<file path="src/rtl/decode_stage.sv">
// Registered instruction decoder with a 2-entry skid buffer (output slot O + skid slot S).
// Optional macro DECODE_ILLEGAL_TRAP_EN adds a sticky 'halted' trap on draining an illegal bundle.
module decode_stage #(
    parameter  int DATA_WIDTH = 8,
    parameter  int REG_COUNT  = 4,
    localparam int INS_W      = 5 + DATA_WIDTH,
    localparam int REG_SEL_W  = $clog2(REG_COUNT)
) (
    input  logic                  clk,
    input  logic                  rst,
    input  logic                  flush,
    input  logic                  in_valid,
    output logic                  in_ready,
    input  logic [INS_W-1:0]      ins,
    output logic                  out_valid,
    input  logic                  out_ready,
    output logic [REG_COUNT-1:0]  reg_we,
    output logic [REG_COUNT-1:0]  reg_sel,
    output logic                  dm_we,
    output logic [DATA_WIDTH-1:0] data,
    output logic [1:0]            sel_data_source,
    output logic [2:0]            alu_code,
    output logic                  carry_ce,
    output logic                  accu_ce,
    output logic                  illegal
`ifdef DECODE_ILLEGAL_TRAP_EN
    ,
    output logic                  halted
`endif
);

    typedef struct packed {
        logic [DATA_WIDTH-1:0] data;
        logic [REG_COUNT-1:0]  reg_sel;
        logic [1:0]            sel;
        logic [2:0]            alu_code;
        logic                  st_r;
        logic                  dm_we;
        logic                  carry_ce;
        logic                  accu_ce;
        logic                  illegal;
    } bundle_t;

    function automatic bundle_t idle_bundle();
        bundle_t b;
        b.data     = '0;
        b.reg_sel  = REG_COUNT'(1);
        b.sel      = 2'd0;
        b.alu_code = 3'd7;
        b.st_r     = 1'b0;
        b.dm_we    = 1'b0;
        b.carry_ce = 1'b0;
        b.accu_ce  = 1'b0;
        b.illegal  = 1'b0;
        return b;
    endfunction

    function automatic bundle_t decode(input logic [INS_W-1:0] w);
        bundle_t                 b;
        logic [1:0]              section;
        logic [2:0]              sub;
        logic [DATA_WIDTH-1:0]   field;
        logic [REG_SEL_W-1:0]    rnum;
        section   = w[INS_W-1 -: 2];
        sub       = w[INS_W-3 -: 3];
        field     = w[DATA_WIDTH-1:0];
        rnum      = field[DATA_WIDTH-1 -: REG_SEL_W];
        b         = idle_bundle();
        b.data    = field;
        b.reg_sel = REG_COUNT'(1) << rnum;
        if (section != 2'd3) begin
            // Arithmetic/logic sections: the section number doubles as the operand source.
            if (sub <= 3'd4) begin
                b.alu_code = sub;
                b.accu_ce  = 1'b1;
                b.sel      = section;
                b.carry_ce = (sub < 3'd2);
            end else begin
                b.illegal  = 1'b1;
            end
        end else begin
            case (sub)
                3'd0, 3'd1, 3'd2: begin
                    b.alu_code = 3'd5;
                    b.accu_ce  = 1'b1;
                    b.sel      = sub[1:0];
                end
                3'd3:    b.st_r  = 1'b1;
                3'd4:    b.dm_we = 1'b1;
                3'd5: begin
                    b.alu_code = 3'd6;
                    b.accu_ce  = 1'b1;
                end
                3'd6:    b.st_r  = 1'b0;
                default: b.illegal = 1'b1;
            endcase
        end
        return b;
    endfunction

    bundle_t bnd_o_p1, bnd_s_p0;
    logic    vld_o_p1, vld_s_p0;
    logic    halt_p1;
    logic    accept, drain;

    assign in_ready  = !vld_s_p0 && !halt_p1;
    assign out_valid = vld_o_p1 && !halt_p1;
    assign accept    = in_valid && in_ready;
    assign drain     = out_valid && out_ready;

    // Stage p0 -> p1: skid slot S feeds output slot O; S only fills while O is stalled.
    always_ff @(posedge clk or posedge rst) begin
        if (rst) begin
            vld_o_p1 <= 1'b0;
            vld_s_p0 <= 1'b0;
            bnd_o_p1 <= idle_bundle();
            bnd_s_p0 <= idle_bundle();
        end else if (flush && !halt_p1) begin
            vld_o_p1 <= 1'b0;
            vld_s_p0 <= 1'b0;
        end else if (drain) begin
            if (vld_s_p0) begin
                bnd_o_p1 <= bnd_s_p0;
                vld_s_p0 <= 1'b0;
            end else if (accept) begin
                bnd_o_p1 <= decode(ins);
            end else begin
                vld_o_p1 <= 1'b0;
            end
        end else if (accept) begin
            if (!vld_o_p1) begin
                bnd_o_p1 <= decode(ins);
                vld_o_p1 <= 1'b1;
            end else begin
                bnd_s_p0 <= decode(ins);
                vld_s_p0 <= 1'b1;
            end
        end
    end

`ifdef DECODE_ILLEGAL_TRAP_EN
    always_ff @(posedge clk or posedge rst) begin
        if (rst) begin
            halt_p1 <= 1'b0;
        end else if (drain && bnd_o_p1.illegal) begin
            halt_p1 <= 1'b1;
        end
    end
    assign halted = halt_p1;
`else
    assign halt_p1 = 1'b0;
`endif

    assign reg_we          = (out_valid && bnd_o_p1.st_r) ? bnd_o_p1.reg_sel : '0;
    assign reg_sel         = bnd_o_p1.reg_sel;
    assign dm_we           = out_valid && bnd_o_p1.dm_we;
    assign data            = bnd_o_p1.data;
    assign sel_data_source = bnd_o_p1.sel;
    assign alu_code        = bnd_o_p1.alu_code;
    assign carry_ce        = out_valid && bnd_o_p1.carry_ce;
    assign accu_ce         = out_valid && bnd_o_p1.accu_ce;
    assign illegal         = out_valid && bnd_o_p1.illegal;

endmodule

</file>
<file path="config.mk">
export PLATFORM = sky130hd
export DESIGN_NAME = decode_stage
export DESIGN_NICKNAME = d
export VERILOG_FILES = /design/src/rtl/decode_stage.sv
export SDC_FILE = /design/constraint.sdc
export NUM_CORES = 1
export LEC_CHECK = 0
export CORE_MARGIN = 1.5
export CORE_UTILIZATION = 55
export CTS_BUF_LIST = sky130_fd_sc_hd__clkbuf_8 sky130_fd_sc_hd__clkbuf_16
export CTS_CLUSTER_DIAMETER = 80
export CTS_CLUSTER_SIZE = 20
export DETAILED_ROUTE_END_ITERATION = 7
export PLACE_DENSITY = 0.82
export SLEW_MARGIN = 30
export SYNTH_ARGS = -nofsm -noshare
export SYNTH_HDL_FRONTEND = slang
export SYNTH_SLANG_ARGS = --single-unit
export TNS_END_PERCENT = 50
</file>
<file path="constraint.sdc">
create_clock -name clk -period 3.5 [get_ports clk]
set_clock_uncertainty 0.15 [all_clocks]
set_input_delay 0.875 -clock clk [delete_from_list [all_inputs] [get_ports clk]]
set_output_delay 0.875 -clock clk [all_outputs]
set_load 0.01 [all_outputs]
</file>
==> results of run 1 <==
power by group:
part,switching [mW],internal (mW)
clock network,0.168,0.156
logic,0.149,0.173
registers,0.0624,0.653
total,0.380,0.983
cells by family (layout without fill, tap and decap cells):
group,after synthesis,count (layout),share of synthesized area
fa+ha+maj,2,2,0.0104
mux,2,2,0.00936
compound gates,48,48,0.139
flops,46,46,0.483
buf+inv,43,64,0.0988
simple gates,141,141,0.260
tightest hold or removal path: stages (launching register included):
cell	delay [ns]
dfstp_2	0.37
nand2_1	0.05
nand2_1	0.05
flip-flops by register name, summed over array words and instances, names as in the netlist:
| signal | count |
|---|---|
| bnd_s_p0 | 22 |
| data | 8 |
| bnd_o_p1 | 5 |
| vld_s_p0 | 1 |
| out_valid | 1 |
| alu_code | 3 |
| sel_data_source | 2 |
| reg_sel | 4 |
metrics by stage:
stage / instances / hold WS (ns) / utilization
global placement: 345 / 0.300 / 0.667
global route: 353 / 0.344 / 0.689
floorplan: 282 / 0.289 / -
CTS: 353 / 0.316 / 0.689
finish: 353 / 0.316 / 0.689
detailed placement: 345 / 0.302 / 0.667
cell type report:
type | instances | area [um2] | share of cell area
inverters | 6 | 22.5 | 0.00794
multi-input cells | 193 | 1010 | 0.357
well taps | 50 | 62.6 | 0.0221
clock buffers | 6 | 82.6 | 0.0291
flip-flops and latches | 46 | 1160 | 0.409
clock inverters | 2 | 8.76 | 0.00309
repair buffers | 50 | 485 | 0.171
metal layers:
layer	wire, um	GRT usage	up-vias
li1	-	-	966
met1	2100	0.264	912
met2	2330	0.360	37
met3	139	0.0409	6
met4	68	0.0784	0
met5	0	0	-
layout by cell type (no fill, tap or decap), types with 4 or more instances in the layout:
cell,count
nand2_1,86
clkdlybuf4s50_1,44
dfrtp_1,38
nor2_1,19
a31oi_1,15
nand3_1,9
o21ai_0,8
dfstp_2,8
inv_1,6
clkbuf_8,6
buf_4,6
and3_1,5
and2_1,5
a21oi_1,4
worst max path at each step:
stage	end
3_3_place_gp	alu_code[0]$_DFFE_PP1P_
5_1_grt	alu_code[0]$_DFFE_PP1P_
6_report	reg_we[2]
3_5_place_dp	alu_code[0]$_DFFE_PP1P_
2_1_floorplan	alu_code[0]$_DFFE_PP1P_
4_1_cts	reg_we[2]
==> results.yml, run 1 <==
logic_synthesis:
  ys_seq_area_frac: 0.483
  synthFlopType: "dfrtp_1"
  yosysUniqueCellTypes: 41
  ys_warn_count: 0
  synth_area_leaders: "dfrtp_1, nand2_1, dfstp_2, buf_4, a31oi_1"
  synth_area_leader_cell: "dfrtp_1"
  synth_edf_count: 0
  ys_seq_elements: 46
  ys_top_cells_by_count: "nand2_1, dfrtp_1, nor2_1, buf_4, a31oi_1"
  async_flop_share: 1.00
  netlist_area_um2: 2410
  netlist_instances: 282
  synth_nets: 302
  synth_most_common_cell: "nand2_1"
  yosys.area.top_type_share: 0.395
  synth_area_per_cell_um2: 8.53
grt:
  grt_pass1_wl_um: 8200
  antenna_found_initial: 0
  grt_usage: 0.210
  grt_pass1_vias: 1810
  gr-total-overflow: 0
  grt_max_degree: 47
route:
  vias: 1921
  ant_nets: 0
  first_pass_iters: 4
  drtIter0Drc: 158
  vias_per_cell: 5.44
  drt-total-wl_um: 4630
  drc_errors: 0
  wl_per_cell_um: 13.1
cells_and_area:
  antenna_cells: 0
  nNetsFinal: 322
  area_growth_pct: 17.9
  fillers: 339
  design_area_um2: 2840
  drive_gt1_frac: 0.0924
placed_design:
  dpl_cell_area_um2: 2750
  port-buffer-count: 44
  dp_hpwl_um: 3190
  pre_cts_ws_ns: 0.523
  gp_congestion: 0.899
pwr:
  ir_drop_uv: 200
  p_per_area_nw_per_um2: 480
  finalPower_mw: 1.36
  p_leak_nw: 1.24
critical_path:
  cp.arrival_ns: 1.70
  crit_required_ns: 2.47
  worstSetupPathType: "reg -> out"
  crit_path_start_kind: "register"
  regToRegStartpoint: "out_valid$_DFFE_PP0P_"
  slowest_delay_ns: 0.64
  crit_path_end_kind: "output pin"
  critPathTopFamily: "flip-flops"
  r2r_end: "bnd_o_p1[1]$_DFFE_PP0P_"
  crit_path_cell_trace: "and3_1, clkdlybuf4s50_1"
  crit_fanout: 17
  cp-startpoint: "out_valid$_DFFE_PP0P_"
  worst-path-buf-inv: 1
  regToRegSetupSlack_ns: 1.38
  path_depth: 2
  crit_slowest_cell: "dfrtp_1"
  reg2reg_depth: 5
timing:
  setup_tns_ns: 0
  fin_crit_sh: 0.778
  hold_viol: 0
  slew_viol_final: 0
  timing.final.crit_period_ns: 2.72
  rsz0062_at_grt: "no"
  relSlewSlack: 0.519
  setup_viol_count_final: 0
  worst_slack_ns: 0.776
  max_freq_ghz: 0.367
  worst_pin_slew_ns: 0.719
clock_tree:
  clk_path_buf_depth: 2
  cts_tree: "done"
  cts_max_level: 2
  cts.clk_slew.worst_paths_ns: 0.08
  insertion_delay_ns: 0.30
  post_cts_resize_count: 0
  cts_hold_repair.buffers: 0
  cts_num_sinks: 46
  numCtsBuffers: 5
  postCtsSetupRepairBufs: 0
  root_buffer: "clkbuf_8"
floorplanning:
  fp.dieW_um: 69.1
  die_area_um2: 4780
  io_pins: 45
  core.rowCount: 23
  core_area_um2: 4120
  start_util: 0.585
  die_h_um: 69.1
min_path:
  worstHoldEndpoint: "bnd_s_p0[6]$_DFFE_PP1P_"
  hold_depth: 2
  hold_path.startpoint: "bnd_s_p0[6]$_DFFE_PP1P_"
  hold_path.class: "reg -> reg"
run:
  drv_cap: 0
status:
  status: "finished, final reports clean"
(Power assumes the default switching activity.)
==> run 2, diff against run 1 <==
--- a/config.mk
+++ b/config.mk
@@ -6,12 +6,12 @@
 export NUM_CORES = 1
 export LEC_CHECK = 0
 export CORE_MARGIN = 1.5
-export CORE_UTILIZATION = 55
+export CORE_UTILIZATION = 47
 export CTS_BUF_LIST = sky130_fd_sc_hd__clkbuf_8 sky130_fd_sc_hd__clkbuf_16
 export CTS_CLUSTER_DIAMETER = 80
 export CTS_CLUSTER_SIZE = 20
 export DETAILED_ROUTE_END_ITERATION = 7
-export PLACE_DENSITY = 0.82
+export PLACE_DENSITY = 0.74
 export SLEW_MARGIN = 30
 export SYNTH_ARGS = -nofsm -noshare
 export SYNTH_HDL_FRONTEND = slang
==> constraint.sdc (replaced) <==
create_clock -name clk -period 2.4 [get_ports clk]
set_clock_uncertainty 0.15 [all_clocks]
set_input_delay 0.6 -clock clk [delete_from_list [all_inputs] [get_ports clk]]
set_output_delay 0.6 -clock clk [all_outputs]
set_load 0.01 [all_outputs]
==> run 2 against run 1 <==
Setup slack lost 0.67 ns. Sequential share of layout area shrank 2.3 points. Sequential cell count is the same. Die area grew 16%. Via count grew 3.5%. Hold slack is essentially flat. Routed wire length grew 2.9%. Critical path type unchanged. Highest routed layer unchanged.
==> results.yml, run 2 (synthesis gave the netlist of run 1 again) <==
min_path:
  hold_path.class: "reg -> reg"
  hold_depth: 2
route:
  drc_errors: 0
  vias_per_cell: 5.18
  wl_per_cell_um: 12.4
  drt-total-wl_um: 4760
  drtIter0Drc: 99
  ant_nets: 0
  first_pass_iters: 4
  vias: 1989
floorplanning:
  fp.dieW_um: 74.6
  io_pins: 45
  die_area_um2: 5560
  core_area_um2: 4820
  core.rowCount: 25
  start_util: 0.499
  die_h_um: 74.6
grt:
  grt_usage: 0.190
  antenna_found_initial: 0
  grt_use_met2: 0.314
  grt.met3_usage: 0.0366
  grt_pass1_wl_um: 8020
  grt_pass1_vias: 1771
  met1_usage: 0.247
  grt_max_degree: 31
  gr-total-overflow: 0
  top_usage_layer: "met2"
critical_path:
  crit_path_end_kind: "output pin"
  crit_fanout: 17
  crit_slowest_cell: "clkdlybuf4s50_1"
  crit_required_ns: 1.65
  worstSetupPathType: "reg -> out"
  slowest_delay_ns: 0.54
  cp.arrival_ns: 1.55
  crit_path_start_kind: "register"
  crit_path_cell_trace: "and2_1, clkdlybuf4s50_1"
  reg2reg_depth: 4
clock_tree:
  postCtsSetupRepairBufs: 0
  cts.clk_slew.worst_paths_ns: 0.08
  insertion_delay_ns: 0.30
  numCtsBuffers: 5
  cts_num_sinks: 46
  cts_max_level: 2
  clk_path_buf_depth: 2
  root_buffer: "clkbuf_8"
  cts_tree: "done"
pwr:
  ir_drop_uv: 350
  p_leak_nw: 1.32
  p_per_area_nw_per_um2: 673
run:
  drv_cap: 0
timing:
  hold_viol: 0
  max_freq_ghz: 0.435
  worst_pin_slew_ns: 0.360
  setup_tns_ns: 0
  fin_crit_sh: 0.958
  setup_viol_count_final: 0
  timing.final.crit_period_ns: 2.30
  relSlewSlack: 0.760
  rsz0062_at_grt: "no"
  slew_viol_final: 0
placed_design:
  dpl_cell_area_um2: 2910
  port-buffer-count: 44
  gp_congestion: 0.853
  dp_hpwl_um: 3400
cells_and_area:
  design_area_um2: 3010
  area_growth_pct: 24.9
  regMostFlops: "bnd_s_p0"
  final_cell_mix: "nand2_1, clkdlybuf4s50_1, dfrtp_1"
  largest_reg_flops: 22
  layout_commonest_cell: "nand2_1"
  drive_gt1_frac: 0.142
  nNetsFinal: 336
  antenna_cells: 0
status:
  status: "finished, final reports clean"
-- run 2: cell types whose count changed in the layout (fill, tap and decap cells not counted) --
cell,previous run,this run
inv_1,6,5
clkinv_1,1,0
buf_4,6,17
clkinvlp_4,0,1
dfrtp_2,0,1
buf_12,0,3
dfrtp_1,38,37
inv_2,0,1
-- run 2: path summary, 6_finish.rpt --
path / endpoint / slack, ns / from
setup reg to reg: alu_code[2]$_DFFE_PP1P_ / 0.64 / out_valid$_DFFE_PP0P_
hold reg to reg: bnd_s_p0[6]$_DFFE_PP1P_ / 0.32 / bnd_s_p0[6]$_DFFE_PP1P_
max in group asynchronous: reg_sel[0]$_DFFE_PP1P_ / 1.15 / rst
hold / removal: bnd_s_p0[6]$_DFFE_PP1P_ / 0.32 / bnd_s_p0[6]$_DFFE_PP1P_
setup / recovery: carry_ce / 0.10 / out_valid$_DFFE_PP0P_
min in group asynchronous: reg_sel[1]$_DFFE_PP0P_ / 0.41 / rst
-- run 2: area by class of cell --
cell class / instances / area, um2
clock buffers: 6 / 82.6
clock inverters: 2 / 12.5
inverters: 6 / 22.5
multi-input cells: 193 / 1010
flip-flops and latches: 46 / 1160
well taps: 67 / 83.8
repair buffers: 64 / 628
fillers: 433 / 1810
-- run 2: per-stage QoR --
stage	util	power [mW]	cells	hold WS, ns	worst slack [ns]
6_report	0.624	2.02	384	0.316	0.101
2_1_floorplan	-	1.38	282	0.289	0.441
5_1_grt	0.624	2.14	384	0.341	0.0264
3_5_place_dp	0.604	1.56	376	0.303	0.0222
3_3_place_gp	0.604	1.54	376	0.300	0.0643
4_1_cts	0.624	2.04	384	0.318	0.0827
-- run 2: metal layers --
metal | vias up | wire [um]
li1 | 1001 | -
met1 | 939 | 2200
met2 | 42 | 2320
met3 | 7 | 162
met4 | 0 | 82
met5 | - | 0
-- run 2: report_power, final --
group	switching [mW]	internal (mW)
registers	0.0879	0.952
logic	0.222	0.272
clock network	0.258	0.232
total	0.568	1.46
-- run 2: timing repair --
| item | in CTS | in global routing |
|---|---|---|
| hold buffers | 0 | 0 |
| endpoints found under the setup margin | 8 | 0 |
| gates resized for setup | 1 | 0 |
-- run 2: critical path, delay by kind of cell, from the launching register on --
family,cells,cell delay (ns)
buffers and inverters,1,0.54
AND/OR/NAND/NOR,1,0.19
flip-flops,1,0.53
